File: config.mk
export PLATFORM = sky130hd
export DESIGN_NAME = mem_bus_loader
export DESIGN_NICKNAME = d
export VERILOG_FILES = /design/src/rtl/mem_bus_loader.sv
export SDC_FILE = /design/constraint.sdc
export NUM_CORES = 1
export LEC_CHECK = 0
export BUFFER_PORTS_ARGS = -buffer_cell sky130_fd_sc_hd__buf_4
export CAP_MARGIN = 30
export CORE_MARGIN = 3
export CORE_UTILIZATION = 46
export CTS_CLUSTER_DIAMETER = 50
export DETAILED_ROUTE_END_ITERATION = 10
export GPL_ROUTABILITY_DRIVEN = 0
export HOLD_SLACK_MARGIN = 0.03
export PLACE_DENSITY = 0.76
export SYNTH_ARGS = -nofsm -noshare
export SYNTH_HDL_FRONTEND = slang
export SYNTH_SLANG_ARGS = --single-unit
export TNS_END_PERCENT = 30
File: constraint.sdc
create_clock -name clk -period 1.7 [get_ports clk]
set_input_delay 0.34 -clock clk [delete_from_list [all_inputs] [get_ports clk]]
set_output_delay 0.34 -clock clk [all_outputs]
set_load 0.005 [all_outputs]
File: src/rtl/mem_bus_loader.sv
// mem_bus_loader: byte-stream loader/dumper acting as a data-memory bus initiator.
// Ports: clk/reset, start/mode, rx_* stream in, tx_* stream out, memory bus, busy/done.
module mem_bus_loader #(
  parameter logic [31:0] BASE_ADDR  = 32'h0000_0000,
  parameter int          WORD_COUNT = 12
) (
  input  logic        clk,
  input  logic        reset,
  input  logic        start,
  input  logic        mode,
  input  logic [7:0]  rx_data,
  input  logic        rx_valid,
  output logic        rx_ready,
  output logic [7:0]  tx_data,
  output logic        tx_valid,
  input  logic        tx_ready,
  output logic [31:0] Address,
  output logic [31:0] Write_data,
  output logic        MemRead,
  output logic        MemWrite,
  input  logic [31:0] Mem_data,
  output logic        busy,
  output logic        done
);

  localparam int IW = $clog2(WORD_COUNT + 1);
  localparam logic [IW-1:0] LAST = IW'(WORD_COUNT - 1);

  typedef enum logic [2:0] {
    IDLE,
    RX_BYTE,
    WRITE,
    RD,
    TX_BYTE,
    DONE
  } state_t;

  state_t        state;
  state_t        state_n;
  logic [IW-1:0] idx;
  logic [IW-1:0] idx_n;
  logic [1:0]    bcnt;
  logic [1:0]    bcnt_n;
  logic [31:0]   wword;
  logic [31:0]   wword_n;
  logic [31:0]   tword;
  logic [31:0]   tword_n;
  logic [31:0]   word_addr;

  // 32-bit wrap-around is intended.
  assign word_addr = BASE_ADDR + (32'(idx) << 2);

  always_ff @(posedge clk) begin
    if (!reset) begin
      state <= IDLE;
      idx   <= '0;
      bcnt  <= '0;
      wword <= '0;
      tword <= '0;
    end else begin
      state <= state_n;
      idx   <= idx_n;
      bcnt  <= bcnt_n;
      wword <= wword_n;
      tword <= tword_n;
    end
  end

  always_comb begin
    state_n = state;
    idx_n   = idx;
    bcnt_n  = bcnt;
    wword_n = wword;
    tword_n = tword;
    unique case (state)
      IDLE: begin
        if (start) begin
          idx_n   = '0;
          bcnt_n  = '0;
          state_n = mode ? RD : RX_BYTE;
        end
      end
      RX_BYTE: begin
        if (rx_valid) begin
          wword_n[{bcnt, 3'b000} +: 8] = rx_data;
          bcnt_n = bcnt + 2'd1;
          if (bcnt == 2'd3) begin
            state_n = WRITE;
          end
        end
      end
      WRITE: begin
        idx_n   = idx + IW'(1);
        state_n = (idx == LAST) ? DONE : RX_BYTE;
      end
      RD: begin
        tword_n = Mem_data;
        bcnt_n  = '0;
        state_n = TX_BYTE;
      end
      TX_BYTE: begin
        if (tx_ready) begin
          bcnt_n = bcnt + 2'd1;
          if (bcnt == 2'd3) begin
            idx_n   = idx + IW'(1);
            state_n = (idx == LAST) ? DONE : RD;
          end
        end
      end
      DONE: begin
        state_n = IDLE;
      end
      default: begin
        state_n = IDLE;
      end
    endcase
  end

  always_comb begin
    rx_ready   = 1'b0;
    tx_valid   = 1'b0;
    tx_data    = '0;
    Address    = '0;
    Write_data = '0;
    MemRead    = 1'b0;
    MemWrite   = 1'b0;
    busy       = (state != IDLE);
    done       = 1'b0;
    unique case (state)
      RX_BYTE: begin
        rx_ready = 1'b1;
      end
      WRITE: begin
        MemWrite   = 1'b1;
        Address    = word_addr;
        Write_data = wword;
      end
      RD: begin
        MemRead = 1'b1;
        Address = word_addr;
      end
      TX_BYTE: begin
        tx_valid = 1'b1;
        tx_data  = tword[{bcnt, 3'b000} +: 8];
      end
      DONE: begin
        done = 1'b1;
      end
      default: begin
      end
    endcase
  end

endmodule

### Word level (Yosys, flattened, before mapping)

Cells that the tools add are included.

* add/sub/neg operators: 3
* $mul: 0
* div/mod/pow operators: 0
* order comparisons: 0
* equal/unequal tests: 12
* shift-type cells: 3
* muxes and demuxes: 26
* bitwise operators: 0
* reduce and logical (&&, ||, !) cells: 9

Operators with widths (count)
* bitwise mux 32 bit: 1
* 2-to-1 mux 32 bit: 1
* variable shift 8 x 7 -> 32 bit (first input constant): 1
* variable part select 32 x 6 -> 8 bit: 1
* variable part select 8 x 7 -> 32 bit: 1
* 2-to-1 mux 3 bit: 7
* one-hot mux 3 bit (5 select lines): 1
* 2-to-1 mux 4 bit: 3
* one-hot mux 4 bit (3 select lines): 1
* inequality test 2 bit (second input constant): 5
* 2-to-1 mux 2 bit: 4
* 2-to-1 mux 8 bit: 1
* one-hot mux 2 bit (4 select lines): 1
* AND reduction 4 bit: 2
* negation 5 -> 7 bit: 1
* equality test 3 x 2 -> 1 bit (second input constant): 2
* equality test 3 bit (second input constant): 2
* 2-to-1 mux 6 bit: 1
* nonzero test 3 bit: 2
* 2-to-1 mux 1 bit: 5
* AND reduction 5 bit: 1
* adder 4 x 1 -> 4 bit (second input constant): 1
* equality test 4 bit (second input constant): 1
* nonzero test 4 bit: 1
* other kinds (6): 6

* register bits: 73
* bits in latches: 0
* memory bits (writable): 0
* ROM bits: 0
* input bits: 46
* output and inout bits: 78
* memories: 0

### Longest topological paths before layout

Gate-level depths: netlist of run 1.

* word-level depth: 5
* depth in mapped cells: 7

### Worst setup path after synthesis of run 1

Ideal clock, no wire load.

* path kind: register to register
* start point: reg bcnt[1]
* end point: reg wword[24]
* setup time: 0.070 ns
* arrival: 1.699 ns
* required time: 1.630 ns
* slack: -0.069 ns
* cell stages (with the launch flop): 7
* path buffers: 1
* clock period less this slack: 1.769 ns
* path through: dfxtp_1 -> buf_2 -> inv_1 -> ha_1 -> nor4_4 -> nand4_1 -> a21boi_1

* word-level cells in the longest chain between the ends: 3

RTL lines
* start: declaration: line 42 `logic [1:0] bcnt;`
* start signal: assignment: line 63 `bcnt <= bcnt_n;`
* negation 5 -> 7 bit (*): line 85 `wword_n[{bcnt, 3'b000} +: 8] = rx_data;`
* variable part select 8 x 7 -> 32 bit / variable shift 8 x 7 -> 32 bit (equally long branches): line 85
* bitwise mux 32 bit (*): line 85
* end signal: assignment: line 64 `wword <= wword_n;`
* end: declaration: line 44 `logic [31:0] wword;`

Mark *: on every way between the ends. The rest lies on a longest branch, timed or not.
A chain may end at the register's enable or synchronous reset.

### Final worst setup path of run 1

* start point: reg bcnt[0]
* end point: out tx_data[0]

* word-level cells in the longest chain between the ends: 2

RTL lines
* variable part select 32 x 6 -> 8 bit: line 144 `tx_data = tword[{bcnt, 3'b000} +: 8];`
* 2-to-1 mux 8 bit: line 129 `unique case (state)`
* end: declaration: line 14 `output logic [7:0] tx_data,`

No other way between the ends.

==> run metrics, run 1 <==
TritonRoute pass-1 iters=4; Yosys warnings=0; hold path depth=3; status=finished, violations left; Synth Area in Compound Gates=16.0%; cell count after synthesis=462; synthesized flop and latch total=73; HP Start=Mem_data[17]; Die Height=98.4 um; fin crit share=113%; CTS Sinks=73; clock root buffer=clkbuf_8; total grt overflow=0; Post-Synth Simple-Gate Area=29.3%; WL/cell=15.1 um; gr usage total=19.7%; slowest stage delay, CP=0.50 ns; final hold vios=0; Die Area=9680 um2; layout cells sized above 1=36.6%; area of placed instances=4740 um2; largest family of logic cells by synthesized area=simple AND/OR/NAND/NOR gates; critical path endpoint category=output port; post-route cell area=5500 um2; Crit path buffers/inverters=2; top area cells in the synthesized netlist=dfxtp_1 (37%), a21boi_1 (12%), nand2_1 (10%); worst r2r path cells=7; CP Class=reg2out; std cell rows=33; htree depth=3; r2r setup slk=0 ns; WHS Endpoint=tword[17]$_SDFFE_PN0N_; mean post-synth cell area=8.50 um2; highest clock rate=519 MHz; first-pass GRT wire length=15800 um; post-synth top area share=37.2%; r2r endpoint=idx[3]$_SDFFE_PN0P_; failing checks=negative setup slack; Skew-Pair Late Insertion Delay=0.35 ns; CP cell instances=buf_12 > mux4_2 > nor2b_4 > buf_6; port bufs=95; CP required=1.36 ns; initial antenna violation count=0; Core Region=8260 um2; wl on met1=4240 um; Starting Density=47.6%; DR vias=3570; highest metal used=met4; max capacitance violation total=0; Final Net Count=621; synthesized area=3930 um2; Area growth, synth to finish=39.9%; # setup viols final=47; final wirelength=10200 um; largest net degree at the start of global routing=51; crit-path max FO=6; Worst-path clk slew=0.08 ns; Yosys top cell by area=dfxtp_1; RSZ-0062 raised after global routing=true; XOR/XNOR Fraction of Synth Area=0.223%; setup slack after layout=-0.227 ns; crit path DAT=1.59 ns; worst reg2reg path startpoint=bcnt[0]$_SDFFE_PN0P_; TritonCTS clock tree=built; post-layout util=66.5%; drt via density=5.27; wire length on met3=771 um; Max VDD drop=0.369 mV; post-route ant nets=0; vias in the first global route=3388; P per Cell Area=676 nW/um2; Worst Skew=0.0109 ns; Post-Synth Adder-Cell Area=2.23%; Slew Viols, Final=0; Lkg Pwr=0.00222 uW; diode count=0; Die Wd=98.4 um; CP top delay family=multiplexers; HP Class=in2reg; post-synthesis cell type count=37; # IOs=124; slowest CP cell=mux4_2; wire length on met2=5080 um; initial DRC count=102; post-detail-place hpwl=6840 um; sequential area share after synthesis=37.2%; DRC=0; mux cell area share after synthesis=5.10%; CTS Buf Count=9; Startpoint Class=flop; maximum clock insertion buffer count=2; Tmin final=1.93 ns
-- metal layers --
layer / vias to the layer above / track usage, %
met3: 16 / 4.71
met5: - / 0
met1: 1675 / 24.5
li1: 1753 / -
met4: 0 / 8.51
met2: 126 / 32.4
-- timing repair --
action | CTS | global route
gates resized for setup | 39 | 67
gates cloned | 2 | 3
setup buffers | 4 | 6
hold buffers | 0 | 0
pin swaps | 9 | 19
endpoints found under the setup margin | 53 | 74
-- cells by family (layout without fill, tap and decap cells) --
family | count (synthesis) | after routing
other cells | 1 | 28
mux | 10 | 10
fa+ha+maj | 7 | 7
buf+inv | 68 | 152
flops | 73 | 73
xor+xnor | 1 | 1
compound gates | 82 | 82
simple gates | 220 | 220
-- sequential cells by signal (all words and copies together), names as in the netlist --
register,count
tword,32
idx,4
bcnt,2
state,3
wword,32
-- worst reg2reg max path, stage by stage (launching register included) --
cell and delay [ns]:
dfxtp_4 0.37, buf_12 0.12, buf_6 0.13, ha_4 0.15
nand3b_4 0.08, a211oi_4 0.35, nand2_2 0.13, o32ai_2 0.27
-- how the worst max path moves through the flow --
stage	start	to	slack (ns)	cells past startpoint
global placement	bcnt[0]$_SDFFE_PN0P_	tx_data[0]	0.03	4
detailed placement	bcnt[0]$_SDFFE_PN0P_	idx[3]$_SDFFE_PN0P_	-0.06	6
floorplan	bcnt[0]$_SDFFE_PN0P_	tx_data[2]	0.03	3
CTS	bcnt[0]$_SDFFE_PN0P_	tx_data[3]	-0.26	4
finish	bcnt[0]$_SDFFE_PN0P_	tx_data[0]	-0.23	4
global route	bcnt[0]$_SDFFE_PN0P_	tx_data[2]	-0.27	4
-- area by class of cell --
cell class | instances | area, um2
Clock buffer | 10 | 138
Clock inverter | 6 | 51.3
Fill cell | 662 | 2760
Inverter | 6 | 40.0
Multi-Input combinational cell | 348 | 2410
Sequential cell | 73 | 1470
Tap cell | 105 | 131
Timing Repair Buffer | 130 | 1250
-- power breakdown --
part           total, uW  leakage (uW)  switching (uW)  internal (uW)
Sequential          1770      0.000592            27.8           1740
Combinational        670       0.00154             343            327
Clock               1280     0.0000931             692            584
-- cells in the final DEF (no fill, tap or decap), drive strengths merged, types with 4 or more instances in the layout --
cell	synthesis	final
o22ai	4	4
nor2	7	7
nand2b	8	8
buf	41	127
a21boi	67	67
and3	33	33
mux4	8	8
nor2b	12	12
nand3	10	10
and2	5	5
inv	6	7
clkinv	0	4
clkbuf	21	13
a21oi	6	6
dfxtp	73	73
conb	1	28
nand2	110	110
ha	7	7
nand4	24	24
-- cell usage after synthesis (all sizes together) --
cell / count
nand2: 110
dfxtp: 73
a21boi: 67
buf: 41
and3: 33
nand4: 24
clkbuf: 21
nor2b: 12
nand3: 10
mux4: 8
nand2b: 8
ha: 7
nor2: 7
a21oi: 6
inv: 6
and2: 5
o22ai: 4
nor3: 3
nor4b: 3
mux2i: 2
o21a: 2
o32ai: 2
a211oi: 1
and4bb: 1
conb: 1
nand3b: 1
nor3b: 1
nor4: 1
or3: 1
xnor2: 1
-- metrics by stage --
stage | setup TNS [ns] | hold slack, ns | total power, uW | worst slack [ns] | std cells
6_report | -3.68 | 0.227 | 3720 | -0.227 | 678
5_1_grt | -6.90 | 0.228 | 3870 | -0.266 | 678
4_1_cts | -3.70 | 0.215 | 3670 | -0.265 | 669
3_5_place_dp | -0.0593 | 0.438 | 2370 | -0.0593 | 647
3_3_place_gp | 0 | 0.437 | 2360 | 0.0321 | 647
2_1_floorplan | 0 | 0.426 | 2180 | 0.0269 | 489
No activity file was read; power rests on OpenSTA's default activity.
==> inputs of run 2 (changes only) <==
Settings changed: BUFFER_PORTS_ARGS -buffer_cell sky130_fd_sc_hd__buf_4 to unset, CORE_UTILIZATION 46 to 55, DONT_BUFFER_PORTS set to 1, PLACE_DENSITY 0.76 to 0.7.
Clock period 1.7 ns to 2.45 ns, I/O delays scaled along.
==> run 2 against run 1 <==
The run now ends clean. Routed wire length shrank 17%. Die area shrank 15%. Total power shrank 39%. Critical path depth shrank 1. Highest routed layer unchanged.
==> run metrics, run 2 (same netlist as run 1, synthesis figures left out) <==
Slew @ Worst Pin=0.560 ns; Reg power frac=54.9%; Die Wd=90.5 um; commonest non-fill, non-tap cells in the layout=nand2_1 (108), dfxtp_1 (73), a21boi_1 (65); clock share of power=34.3%; diode count=0; Worst Skew=0.00455 ns; CTS Sinks=73; DR vias=3028; sw frac=26.5%; P per Cell Area=562 nW/um2; Crit path buffers/inverters=1; Worst-path clk slew=0.07 ns; htree depth=3; drt via density=5.55; total grt overflow=0; RSZ-0062 raised after global routing=false; gr usage total=20.8%; status=finished clean; critical path endpoint category=output port; Skew-Pair Late Insertion Delay=0.34 ns; maximum clock insertion buffer count=2; TritonCTS clock tree=built; crit-path max FO=9; area of placed instances=3870 um2; Sum Neg Setup Slack=0 ns; Starting Density=57.2%; initial DRC count=143; post-route ant nets=0; WL/cell=15.6 um; highest clock rate=426 MHz; TritonRoute pass-1 iters=4; final wirelength=8510 um; cts hold-fix bufs=0; clock root buffer=clkbuf_8; # setup viols final=0; Startpoint Class=flop; hold slack=0.272 ns; GRT met3 Usage=6.42%; final hold vios=0; met1 GRT Util=25.5%; Die Area=8190 um2; port bufs=0; DRC=0; switching pwr=598 uW; combinational power share=10.9%; met2 Use GR=33.4%; std cell rows=30; CP required=1.96 ns; initial antenna violation count=0; crit path DAT=1.86 ns; Slew Viols, Final=0; Core Region=6870 um2; postcts setup bufs=0; slowest CP cell=dfxtp_1; global route hottest layer=met2; Area growth, synth to finish=2.33%; post_cts resized=0; HP Class=in2reg; pre-CTS WS=0.434 ns; Int Power=1660 uW; slew margin rel.=62.6%; first-pass GRT wire length=13800 um; CTS Buf Count=9; Tmin final=2.35 ns; # IOs=124; commonest non-fill, non-tap cell in the layout=nand2_1; post-detail-place hpwl=6040 um; max capacitance violation total=0; Max VDD drop=0.403 mV; CP Class=reg2out; largest net degree at the start of global routing=77; CP top delay family=flip-flops; Die Height=90.5 um; slowest stage delay, CP=0.55 ns; fin crit share=95.9%; setup slack after layout=0.101 ns; post-route cell area=4020 um2; layout cells sized above 1=10.0%; Lkg Pwr=0.00153 uW; biggest regs=tword (32), wword (32), idx (4); Final Net Count=500; vias in the first global route=2799; CP cell instances=buf_4 > mux4_2 > nor2b_1
## run 2: cell count changes in the layout (fill, tap and decap cells not counted), moves of 5 or more
cell     before  now
and3_1       14   33
buf_6        35    0
nor2b_4       8    0
nor2b_1       4   11
dfxtp_1      68   73
and3_4       19    0
buf_12        6    1
buf_4        84    8
## run 2: area by class of cell
type	count	area [um2]
Clock buffer	10	128
Clock inverter	4	22.5
Fill cell	643	2850
Inverter	6	22.5
Multi-Input combinational cell	348	2180
Sequential cell	73	1460
Tap cell	96	120
Timing Repair Buffer	9	80.1
## run 2: per-layer routing
layer  share of wire [%]  wire length [um]  vias up
li1                    -                 -     1503
met3                 9.3               788       12
met5                   0                 0        -
met4                 1.5               129        0
met2                  47              4040       98
met1                  42              3550     1415
## run 2: power by group through the flow
stage / clock network [uW] / logic [uW] / registers, uW
after floorplan: 0 / 260 / 1250
after global placement: 0 / 238 / 1270
after detailed placement: 0 / 246 / 1270
after CTS: 790 / 247 / 1240
after global routing: 830 / 275 / 1240
final: 773 / 245 / 1240
## run 2: metrics by stage
stage          power (uW)  instances  util [%]
6_report             2260        546      58.5
5_1_grt              2350        546      58.5
4_1_cts              2280        546      58.5
3_5_place_dp         1510        532      56.3
3_3_place_gp         1500        532      56.3
2_1_floorplan        1510        489         -
## run 2: worst paths after layout
kind,startpoint,endpoint,slack [ns],cells after the start
min,Mem_data[9],tword[9]$_SDFFE_PN0N_,0.27,2
min reg2reg,wword[0]$_SDFFE_PN0P_,wword[0]$_SDFFE_PN0P_,0.45,2
max reg2reg,bcnt[0]$_SDFFE_PN0P_,wword[31]$_SDFFE_PN0P_,0.45,5
max,bcnt[0]$_SDFFE_PN0P_,tx_data[1],0.10,3
## run 2: worst register-to-register path, delay by kind of cell (launching register included)
| kind | cells | cell delay, ns |
|---|---|---|
| AO/OA/AOI/OAI | 1 | 0.17 |
| adder cells (fa/ha/maj) | 1 | 0.43 |
| buffers and inverters | 1 | 0.15 |
| flip-flops | 1 | 0.55 |
| AND/OR/NAND/NOR | 2 | 0.65 |
==> inputs of run 3 (changes only) <==
Settings changed: PLACE_DENSITY 0.7 to 0.73.
Clock period 2.45 ns to 1.9 ns, I/O delays scaled along.
==> run 3 against run 2 <==
Die area unchanged. Total power up 38%. Final cell count up 3.1%. First-iteration DRC count down 29%. Global-route usage up 0.53 points.
==> run metrics, run 3 (same netlist as run 1, synthesis figures left out) <==
largest net degree at the start of global routing=77; diode count=0; commonest non-fill, non-tap cell in the layout=nand2_1; post-detail-place hpwl=6020 um; register area=1470 um2; vias in the first global route=2919; Die Area=8190 um2; sw frac=24.9%; biggest regs=tword (32), wword (32), idx (4); total grt overflow=0; area of the multi-input gates=2210 um2; Max VDD drop=0.435 mV; fin crit share=98.5%; combinational power share=11.8%; Int Power=2340 uW; # IOs=124; post-route ant nets=0; commonest non-fill, non-tap cells in the layout=nand2_1 (108), dfxtp_1 (68), a21boi_1 (65); Die Wd=90.5 um; highest clock rate=534 MHz; critical path endpoint category=output port; DP Cell Count=540; Skew-Pair Late Insertion Delay=0.34 ns; Filler Cell Count=622; DR vias=3089; Die Height=90.5 um; initial DRC count=102; clock share of power=37.3%; max capacitance violation total=0; Worst-path clk slew=0.07 ns; std cell rows=30; final hold vios=0; Final Net Count=517; Core Region=6870 um2; TritonRoute pass-1 iters=4; setup slack after layout=0.0284 ns; # setup viols final=0; WL/cell=15.6 um; initial antenna violation count=0; RSZ-0062 raised after global routing=true; Startpoint Class=flop; layout cells sized above 1=15.0%; P per Cell Area=738 nW/um2; maximum clock insertion buffer count=2; crit path DAT=1.49 ns; CTS Buf Count=9; gr usage total=21.3%; final wirelength=8760 um; Area growth, synth to finish=7.71%; CTS Sinks=73; TritonCTS clock tree=built; hold slack=0.162 ns; CP Class=reg2out; Starting Density=57.2%; drt via density=5.49; pre-CTS WS=0.0985 ns; port bufs=0; Slew Viols, Final=0; clock root buffer=clkbuf_8; DRC=0; crit-path max FO=9; Tmin final=1.87 ns; htree depth=3; first-pass GRT wire length=14400 um; HP Class=in2reg; Worst Skew=0.00562 ns; switching pwr=777 uW; status=finished clean; Post-Layout Cell Count=563; Lkg Pwr=0.00165 uW; Reg power frac=50.8%; CP required=1.52 ns
run 3: final cells by class:
| type | instances | share of cell area (%) |
|---|---|---|
| timing repair buffer | 26 | 5.06 |
| tap | 96 | 2.84 |
| clock buffer | 11 | 3.34 |
| multi-input combinational | 348 | 52.3 |
| sequential | 73 | 34.8 |
| inverter | 6 | 0.621 |
| clock inverter | 3 | 1.01 |
run 3: final timing paths:
check,start,to,slack (ns),cells past startpoint
max,state[2]$_SDFFE_PN0P_,Write_data[6],0.03,4
min,reset,bcnt[1]$_SDFFE_PN0P_,0.16,1
max reg2reg,bcnt[1]$_SDFFE_PN0P_,wword[31]$_SDFFE_PN0P_,0.12,7
min reg2reg,wword[7]$_SDFFE_PN0P_,wword[7]$_SDFFE_PN0P_,0.44,2
run 3: worst max-delay path: stages (launching register included):
cell,delay (ns)
dfxtp_2,0.36
buf_4,0.18
nor2b_4,0.22
buf_4,0.20
and3_1,0.20
run 3: through the flow:
step	setup TNS [ns]	util, %	area (um2)	power, uW
final	0	61.6	4230	3120
after global routing	-0.579	61.6	4230	3280
after CTS	-0.0306	60.8	4170	3140
after detailed placement	0	57.0	3920	1960
after global placement	0	57.0	3920	1950
after floorplan	0	-	4030	1950
run 3: metal layers:
metal	global-route usage [%]	part of all wire, %	up-vias
met2	34.3	48	118
met5	0	0	-
met1	26.1	41	1429
met4	9.06	1.3	0
met3	7.00	10	10
li1	-	-	1532
run 3: what timing repair did:
item	CTS	global route
pin swaps	0	2
gates cloned	1	1
gates resized for setup	14	11
buffers inserted	5	3
hold buffers	0	0
setup endpoints to repair	42	71
run 3: power groups by stage:
stage / Combinational (uW) / Clock, uW / Sequential (uW)
5_1_grt: 413 / 1270 / 1590
4_1_cts: 355 / 1200 / 1590
6_report: 369 / 1170 / 1590
3_5_place_dp: 335 / 0 / 1620
3_3_place_gp: 328 / 0 / 1620
2_1_floorplan: 336 / 0 / 1610
